$ cat src/rtl/rx_poll_scheduler.sv
`default_nettype none
// ============================================================================
//  Module      : rx_poll_scheduler
//  Description : Round-robin poll sequencer for NCH receive channels that
//                share one request/response protocol. Each accepted
//                frame_tick starts a round that walks channels 0..NCH-1:
//                a fixed-length req pulse, then a bounded wait for the
//                channel's rx_done rising edge, then on to the next channel.
//  Revision    : 1.0  initial release
// ----------------------------------------------------------------------------
//  Ports
//    clk            in   system clock, all logic on posedge
//    nRST           in   synchronous reset, active-low
//    en             in   scheduler enable; low forces IDLE
//    frame_tick     in   1-cycle pulse that starts a poll round
//    rx_done        in   per-channel receive-complete level
//    req            out  one-hot registered request to the current channel
//    cur_ch         out  channel currently being served
//    busy           out  high while a round is in progress
//    round_done     out  1-cycle pulse after the last channel finishes
//    timeout_flags  out  bit i set if channel i timed out this/last round
//    overrun        out  1-cycle pulse: frame_tick seen while busy (ignored)
// ============================================================================
module rx_poll_scheduler #(
  parameter int NCH     = 4,
  parameter int REQ_LEN = 5,
  parameter int TIMEOUT = 16
) (
  input  logic                   clk,
  input  logic                   nRST,
  input  logic                   en,
  input  logic                   frame_tick,
  input  logic [NCH-1:0]         rx_done,
  output logic [NCH-1:0]         req,
  output logic [$clog2(NCH)-1:0] cur_ch,
  output logic                   busy,
  output logic                   round_done,
  output logic [NCH-1:0]         timeout_flags,
  output logic                   overrun
);

  localparam int CH_W    = $clog2(NCH);
  localparam int CNT_MAX = (REQ_LEN > TIMEOUT) ? REQ_LEN : TIMEOUT;
  localparam int CNT_W   = $clog2(CNT_MAX + 1);

  localparam logic [1:0] IDLE = 2'd0;
  localparam logic [1:0] REQ  = 2'd1;
  localparam logic [1:0] WAIT = 2'd2;
  localparam logic [1:0] NEXT = 2'd3;

  localparam logic [CH_W-1:0]  LAST_CH  = CH_W'(NCH - 1);
  localparam logic [CNT_W-1:0] REQ_LAST = CNT_W'(REQ_LEN - 1);
  localparam logic [CNT_W-1:0] TO_LAST  = CNT_W'(TIMEOUT - 1);

  logic [1:0]       state;
  logic [CH_W-1:0]  ch;
  logic [CNT_W-1:0] cnt;
  logic             got;     // current channel already answered during REQ
  logic [NCH-1:0]   rx_d;
  logic [NCH-1:0]   rise;
  logic             cur_rise;

  assign rise     = rx_done & ~rx_d;
  assign cur_rise = rise[ch];
  assign busy     = (state != IDLE);
  assign cur_ch   = ch;

  function automatic logic [NCH-1:0] onehot(input logic [CH_W-1:0] c);
    logic [NCH-1:0] v;
    v = '0;
    v[c] = 1'b1;
    return v;
  endfunction

  always_ff @(posedge clk) begin
    if (!nRST) begin
      state         <= IDLE;
      ch            <= '0;
      cnt           <= '0;
      got           <= 1'b0;
      rx_d          <= '0;
      req           <= '0;
      round_done    <= 1'b0;
      timeout_flags <= '0;
      overrun       <= 1'b0;
    end else begin
      rx_d       <= rx_done;
      round_done <= 1'b0;
      // A tick while a round runs (including the final NEXT cycle) is dropped
      // and flagged; with en low the tick is simply ignored.
      overrun    <= en & frame_tick & (state != IDLE);

      if (!en) begin
        // Abort: partial timeout_flags and ch are kept for inspection.
        state <= IDLE;
        req   <= '0;
        got   <= 1'b0;
        cnt   <= '0;
      end else begin
        case (state)
          IDLE: begin
            if (frame_tick) begin
              state         <= REQ;
              ch            <= '0;
              cnt           <= '0;
              got           <= 1'b0;
              timeout_flags <= '0;
              req           <= onehot('0);
            end
          end

          REQ: begin
            if (cur_rise) got <= 1'b1;
            if (cnt == REQ_LAST) begin
              state <= WAIT;
              cnt   <= '0;
              req   <= '0;
            end else begin
              cnt <= cnt + CNT_W'(1);
            end
          end

          WAIT: begin
            if (got || cur_rise) begin
              state <= NEXT;
            end else if (cnt == TO_LAST) begin
              timeout_flags[ch] <= 1'b1;
              state             <= NEXT;
            end else begin
              cnt <= cnt + CNT_W'(1);
            end
          end

          NEXT: begin
            got <= 1'b0;
            if (ch == LAST_CH) begin
              // ch deliberately stays on the last channel until the next round.
              round_done <= 1'b1;
              state      <= IDLE;
            end else begin
              ch    <= ch + CH_W'(1);
              cnt   <= '0;
              req   <= onehot(ch + CH_W'(1));
              state <= REQ;
            end
          end

          default: begin
            state <= IDLE;
            req   <= '0;
          end
        endcase
      end
    end
  end

endmodule
`default_nettype wire

$ cat config.mk
export PLATFORM = sky130hd
export DESIGN_NAME = rx_poll_scheduler
export DESIGN_NICKNAME = d
export VERILOG_FILES = /design/src/rtl/rx_poll_scheduler.sv
export SDC_FILE = /design/constraint.sdc
export NUM_CORES = 1
export LEC_CHECK = 0
export BUFFER_PORTS_ARGS = -buffer_cell sky130_fd_sc_hd__buf_2
export CAP_MARGIN = 25
export CELL_PAD_IN_SITES_DETAIL_PLACEMENT = 0
export CELL_PAD_IN_SITES_GLOBAL_PLACEMENT = 1
export CORE_UTILIZATION = 37
export DETAILED_ROUTE_END_ITERATION = 8
export GPL_ROUTABILITY_DRIVEN = 1
export GPL_TIMING_DRIVEN = 0
export PLACE_DENSITY_LB_ADDON = 0.1
export SLEW_MARGIN = 25
export SYNTH_ARGS = -nofsm -noshare
export SYNTH_HDL_FRONTEND = slang
export SYNTH_SLANG_ARGS = --single-unit
$ cat constraint.sdc
create_clock -name clk -period 1.7 [get_ports clk]
set_input_delay 0.255 -clock clk [delete_from_list [all_inputs] [get_ports clk]]
set_output_delay 0.255 -clock clk [all_outputs]
set_load 0.1 [all_outputs]
; After elaboration in Yosys (flattened, before gate mapping)
; Cells that the tools add are included.
[totals]
inputBits = 8
elab_cells = 83
regBits = 24
n_memories = 0
rom_bits = 0
latchBits = 0
ram_bits = 0
[op_classes]
div = 0
reduce_logical = 16
muxes = 33
shift = 0
bitwise_logic = 5
n_lt_le_gt_ge = 4
add_sub_neg = 2
mul = 0
n_eq_ne = 14
[op_table]
columns = cell, n
row1 = 5-bit 2-to-1 mux, 5
row2 = 4-bit 2-to-1 mux, 6
row3 = 5-bit case mux with 4 select lines, 1
row4 = "2-bit inequality test, second input constant", 7
row5 = 2-bit 2-to-1 mux, 6
row6 = 4-bit case mux with 3 select lines, 1
row7 = 4-bit AND reduction, 3
row8 = 3-bit AND reduction, 3
row9 = 2-bit case mux with 4 select lines, 1
row10 = 4-bit case mux with 2 select lines, 1
row11 = 1-bit 2-to-1 mux, 7
row12 = "2-bit == test, second input constant", 3
row13 = "2-bit by 3-bit less-than comparator with 1-bit output, second input constant", 2
row14 = 2-bit nonzero test, 3
row15 = "5-bit by 1-bit adder with 5-bit output, second input constant", 1
row16 = "5-bit by 3-bit == test with 1-bit output, second input constant", 1
row17 = "5-bit by 4-bit == test with 1-bit output, second input constant", 1
row18 = 5-bit AND reduction, 1
row19 = 4-bit AND, 1
row20 = 1-bit demux with 2-bit select, 2
row21 = "2-bit by 1-bit >= comparator with 1-bit output, second input constant", 2
row22 = 4-bit inverter, 1
row23 = 4-bit OR, 1
row24 = 2-bit case mux with 2 select lines, 1
row25 = other kinds (11), 13

; Depth between registers and ports, before layout
[logic_depth]
ltp_word = 8
ltp_mapped = 8
ltp_nobuf = 8

; Worst setup path before layout
; OpenSTA, ideal clock, no wires.
[synth_path]
kind = reg2reg
startpoint = register ch[1] (netlist: cur_ch[1])
endpoint = register state[0]
setup_ns = 0.129
required_time_ns = 1.571
arrival_time_ns = 2.347
path_stages_with_launch = 6
period_less_slack_ns = 2.476
slack_ns = -0.776
n_path_buf = 0
cell_sequence = dfxtp_1 > nor4bb_1 > or4_4 > o311a_1 > o21ai_0 > a221oi_2
[synth_via]
elab_chain_cells = 5
word_cells_on_any_way = 9
[synth_lines]
columns = element, line_no
row1 = "start, declared", 56  ; logic [CH_W-1:0] ch;
row2 = "start signal, assigned", 141  ; ch <= ch + CH_W'(1);
row3 = 1-bit binary-select mux with 2-bit select, 64  ; assign cur_rise = rise[ch];
row4 = 1-bit 2-to-1 mux (not written as such), 64
row5 = 1-bit logical OR, 124  ; if (got || cur_rise) begin
row6 = 2-bit 2-to-1 mux / 3-bit inequality test (equally long branches), --
row7 = 2-bit case mux with 4 select lines / 3-bit AND reduction (equally long branches), --
row8 = "end signal, assigned", 103  ; state <= REQ;
row9 = "end signal, assigned", 125  ; state <= NEXT;
row10 = "end signal, assigned", 128  ; state <= NEXT;
row11 = "end, declared", 55  ; logic [1:0] state;
; Several ways; a longest one is shown, not always the timed one. The select of a mux whose other input is x is not followed.
; A chain may end at the register's enable or synchronous reset.

; Worst setup path after layout
[layout_path]
startpoint = register ch[1] (netlist: cur_ch[1])
endpoint = register state[1]
[layout_via]
elab_chain_cells = 5
word_cells_on_any_way = 7
[layout_lines]
columns = element, line_no
row1 = 1-bit binary-select mux with 2-bit select (*), 64
row2 = 1-bit 2-to-1 mux (not written as such) (*), 64
row3 = 1-bit logical OR (*), 124
row4 = 2-bit 2-to-1 mux / 3-bit inequality test (equally long branches), --
row5 = 2-bit case mux with 4 select lines / 3-bit AND reduction (equally long branches), --
; Mark *: on every way between the ends. The rest lies on a longest branch, timed or not. The select of a mux whose other input is x is not followed.

==> results.txt <==
----------------------------------------------------
[STA]
  Setup slack after layout ... -0.0647 ns
  Setup TNS Final ... -0.421 ns
  Minimum period implied by the final worst setup slack ... 1.76 ns
  Clock Skews ... 0.00866 ns
  Maximum achievable frequency ... 567 MHz
  Worst slew margin ... 67.8%
  Count of final hold-check violations ... 0
  RSZ-0062 raised after global routing ... yes
  Count of endpoints failing setup in the final report ... 9
  Final critical-path share of the clock period ... 104%
  Worst Hold Slack ... 0.147 ns
  Pins Over Slew Limit ... 0
  Transition time at the pin with the least slew margin ... 0.487 ns

[Placed design]
  Buffers added on ports ... 19
  Placement Setup Slack ... -0.265 ns
  Final Wtd Congestion ... 0.733
  DP Wirelength ... 1950 um
  DP Area ... 0.00144 mm^2

[Floorplanning]
  Die area ... 0.00364 mm^2
  Number of placement rows ... 20
  Chip Width ... 60.4 um
  Number of primary I/O pins ... 21
  Core outline area ... 0.00315 mm^2
  Die boundary height ... 60.4 um
  Initial core utilization ... 40.0%

[Critical path]
  Series of cell instances along the critical path ... nor4bb_1, or4_4, o311a_4, mux2i_1, nor2_1
  Crit path DAT ... 1.98 ns
  First element of the critical path ... cur_ch[1]$_SDFFE_PN0P_
  Required @ worst endpoint ... 1.91 ns
  Setup CP Type ... reg2reg
  Worst r2r src ... cur_ch[1]$_SDFFE_PN0P_
  Setup slack on the worst flop-to-flop path ... -0.06 ns
  Cell type of the slowest stage on the worst timing path ... sky130_fd_sc_hd__or4_4
  Critical Path Start Type ... register
  CP Max Fanout ... 5
  Type of destination of the critical path ... register
  Longest individual stage delay on the worst path ... 0.59 ns

[Synth]
  Number of instances in the synthesized netlist ... 140
  Post-synthesis instance area ... 0.00126 mm^2
  Sequential fraction of the synthesis area ... 38.1%
  YS warnings ... 0
  Synthesis-stage register bit count ... 24
  Synthesized netlist net count ... 164
  Syn Area/Cell ... 9.00 um^2
  Count of distinct cell types in the synthesized netlist ... 30

[Pwr]
  Switching Share ... 28.7%
  Static power due to leakage ... 0.000660 uW
  Int Power ... 729 uW
  Power spent charging and discharging nets ... 294 uW
  Proportion of power drawn by the clock network ... 25.5%
  Worst vdd ir ... 0.000396 V
  Power density over the cells ... 618 mW/mm^2
  Fraction of power consumed by sequential logic ... 55.9%
  Total power ... 1020 uW
  Combinational cell fraction of total power ... 18.6%

[Global routing]
  Overflow after GRT ... 0
  Combined global-route utilization of all metal layers ... 17.4%
  Pin count of the biggest net entering global routing ... 14
  Antenna violations before repair ... 0
  Wire length of the first global-routing pass ... 4710 um
  Vias in the first global route ... 1,019

[Clock network]
  Clk root buf ... sky130_fd_sc_hd__clkbuf_4
  Clock sink count ... 24
  Clock slew at the register clock pins of the worst setup and hold paths ... 0.14 ns
  CTS tree ... built
  Total clock buffers created by CTS ... 3
  Clk buf depth ... 2
  H-tree Lvls ... 1
  Clock insertion delay at the later pin of the skew report ... 0.32 ns

[Detailed routing]
  Uppermost routed layer ... met4
  Iteration-0 DRC count of the detailed router ... 36
  Met2 wirelength from detailed routing ... 1370 um
  Total routed wirelength ... 2820 um
  DR WL met3 ... 118 um
  DRC violation count after routing ... 0
  Total vias in the final route ... 1,042
  Number of optimization iterations in the first detailed-route pass ... 4
  Number of routed nets with antenna violations ... 0
  Met1 WL ... 1320 um
  Routed WL per cell ... 13.1 um
  Vias per cell ... 4.85

[Outcome]
  Outcome ... complete, but fails checks
  Violated checks ... negative setup slack

[Layout]
  Nets ... 196
  Most frequent standard cell in the layout excluding fill and tap cells ... sky130_fd_sc_hd__dfxtp_1
  Final design instance area without fill ... 0.00166 mm^2
  Area growth from synthesis to final layout ... 31.5%
  Fraction of layout cells with a size suffix above 1 ... 34.5%
  Diodes inserted ... 0
  Most frequent cells in the layout ... sky130_fd_sc_hd__dfxtp_1 (20), sky130_fd_sc_hd__buf_2 (18), sky130_fd_sc_hd__a21oi_1 (11), sky130_fd_sc_hd__ha_1 (10), sky130_fd_sc_hd__nor2_1 (9)

[Job]
  Maximum Capacitance Violations ... 0

[Worst hold path]
  Class of the tightest hold or removal check ... in2reg
  Startpoint of the lowest-slack hold path ... rx_done[2]

----------------------------------------------------
-- area by class of cell --
class,count,area (um^2)
Buffer,2,7.51
Fill cell,318,1500
Sequential cell,24,495
Multi-Input combinational cell,105,867
Clock inverter,1,3.75
Inverter,9,40.0
Clock buffer,3,22.5
Tap cell,44,55.1
Timing Repair Buffer,27,165
-- stage by stage --
stage | instances | util (%)
3_5_place_dp | 203 | 45.6
2_1_floorplan | 140 | -
6_report | 215 | 52.5
5_1_grt | 215 | 52.5
3_3_place_gp | 203 | 45.6
4_1_cts | 213 | 50.0
-- logic make-up (layout without fill, tap and decap cells) --
group	Yosys count	in the layout	synth area share [%]
buf+inv	11	42	3.28
compound gates	24	24	12.1
fa+ha+maj	16	16	15.9
simple gates	62	62	28.2
mux	3	3	2.38
flops	24	24	38.1
-- power by group through the flow --
stage | Clock (uW) | Sequential (uW) | Combinational (uW)
after floorplan | 0 | 601 | 109
after global routing | 294 | 573 | 207
after detailed placement | 0 | 586 | 159
after global placement | 0 | 586 | 157
after CTS | 273 | 572 | 183
final | 261 | 571 | 190
-- layer usage --
layer | up-vias | GRT usage, %
met3 | 2 | 4.26
met2 | 18 | 29.8
met1 | 476 | 22.2
met5 | - | 0
li1 | 546 | -
met4 | 0 | 2.99
-- worst max-delay path: cells and delay by family (launching register included) --
kind	cells	cell delay, ns
and+or+nand+nor	3	0.77
AOI/OAI and AO/OA	1	0.36
muxes	1	0.15
DFF	1	0.39
-- synth_stat cells --
| cell type | count | area share (%) |
|---|---|---|
| sky130_fd_sc_hd__nor3b_1 | 3 | 1.8 |
| sky130_fd_sc_hd__nor4b_1 | 1 | 0.70 |
| sky130_fd_sc_hd__and2_1 | 6 | 3.0 |
| sky130_fd_sc_hd__mux2i_1 | 3 | 2.4 |
| sky130_fd_sc_hd__o311a_1 | 1 | 0.79 |
| sky130_fd_sc_hd__a221oi_2 | 1 | 1.2 |
| sky130_fd_sc_hd__or4_4 | 1 | 0.89 |
| sky130_fd_sc_hd__nor2b_1 | 2 | 0.99 |
| sky130_fd_sc_hd__a21boi_0 | 2 | 1.2 |
| sky130_fd_sc_hd__and4b_1 | 1 | 0.79 |
| sky130_fd_sc_hd__nand3b_1 | 1 | 0.60 |
| sky130_fd_sc_hd__nor3_1 | 2 | 0.79 |
| sky130_fd_sc_hd__nand2b_1 | 7 | 3.5 |
| sky130_fd_sc_hd__clkbuf_1 | 2 | 0.60 |
| sky130_fd_sc_hd__nand4bb_1 | 1 | 0.89 |
| sky130_fd_sc_hd__a21oi_1 | 11 | 4.4 |
| sky130_fd_sc_hd__and3_1 | 1 | 0.50 |
| sky130_fd_sc_hd__or3_1 | 2 | 0.99 |
| sky130_fd_sc_hd__nor2_1 | 10 | 3.0 |
| sky130_fd_sc_hd__o22ai_2 | 1 | 0.99 |
| sky130_fd_sc_hd__inv_1 | 9 | 2.7 |
| sky130_fd_sc_hd__nor4bb_1 | 2 | 1.6 |
| sky130_fd_sc_hd__nand4b_1 | 2 | 1.4 |
| sky130_fd_sc_hd__o21ai_0 | 5 | 2.0 |
| sky130_fd_sc_hd__nand2_1 | 11 | 3.3 |
| sky130_fd_sc_hd__ha_1 | 16 | 16 |
| sky130_fd_sc_hd__o22ai_1 | 2 | 0.99 |
| sky130_fd_sc_hd__a21o_1 | 1 | 0.60 |
| sky130_fd_sc_hd__dfxtp_1 | 24 | 38 |
| sky130_fd_sc_hd__nand3_1 | 9 | 3.6 |
-- timing repair --
action,CTS,global route
pin swaps,6,10
setup buffers,6,2
resized for setup,18,18
hold buffers,0,0
endpoints found under the setup margin,16,16
-- flip-flops by register name, summed over array words and instances, names as in the netlist --
name,flops
timeout_flags,4
got,1
req,4
overrun,1
cur_ch,2
round_done,1
state,2
rx_d,4
cnt,5
-- final timing paths --
kind / end / cells after the start
min reg2reg: req[1]$_SDFFE_PN0P_ / 2
min: rx_d[2]$_SDFF_PN0_ / 2
max reg2reg: state[1]$_SDFFE_PN0P_ / 5
max: state[1]$_SDFFE_PN0P_ / 5
Power figures use the tool's default switching activity.
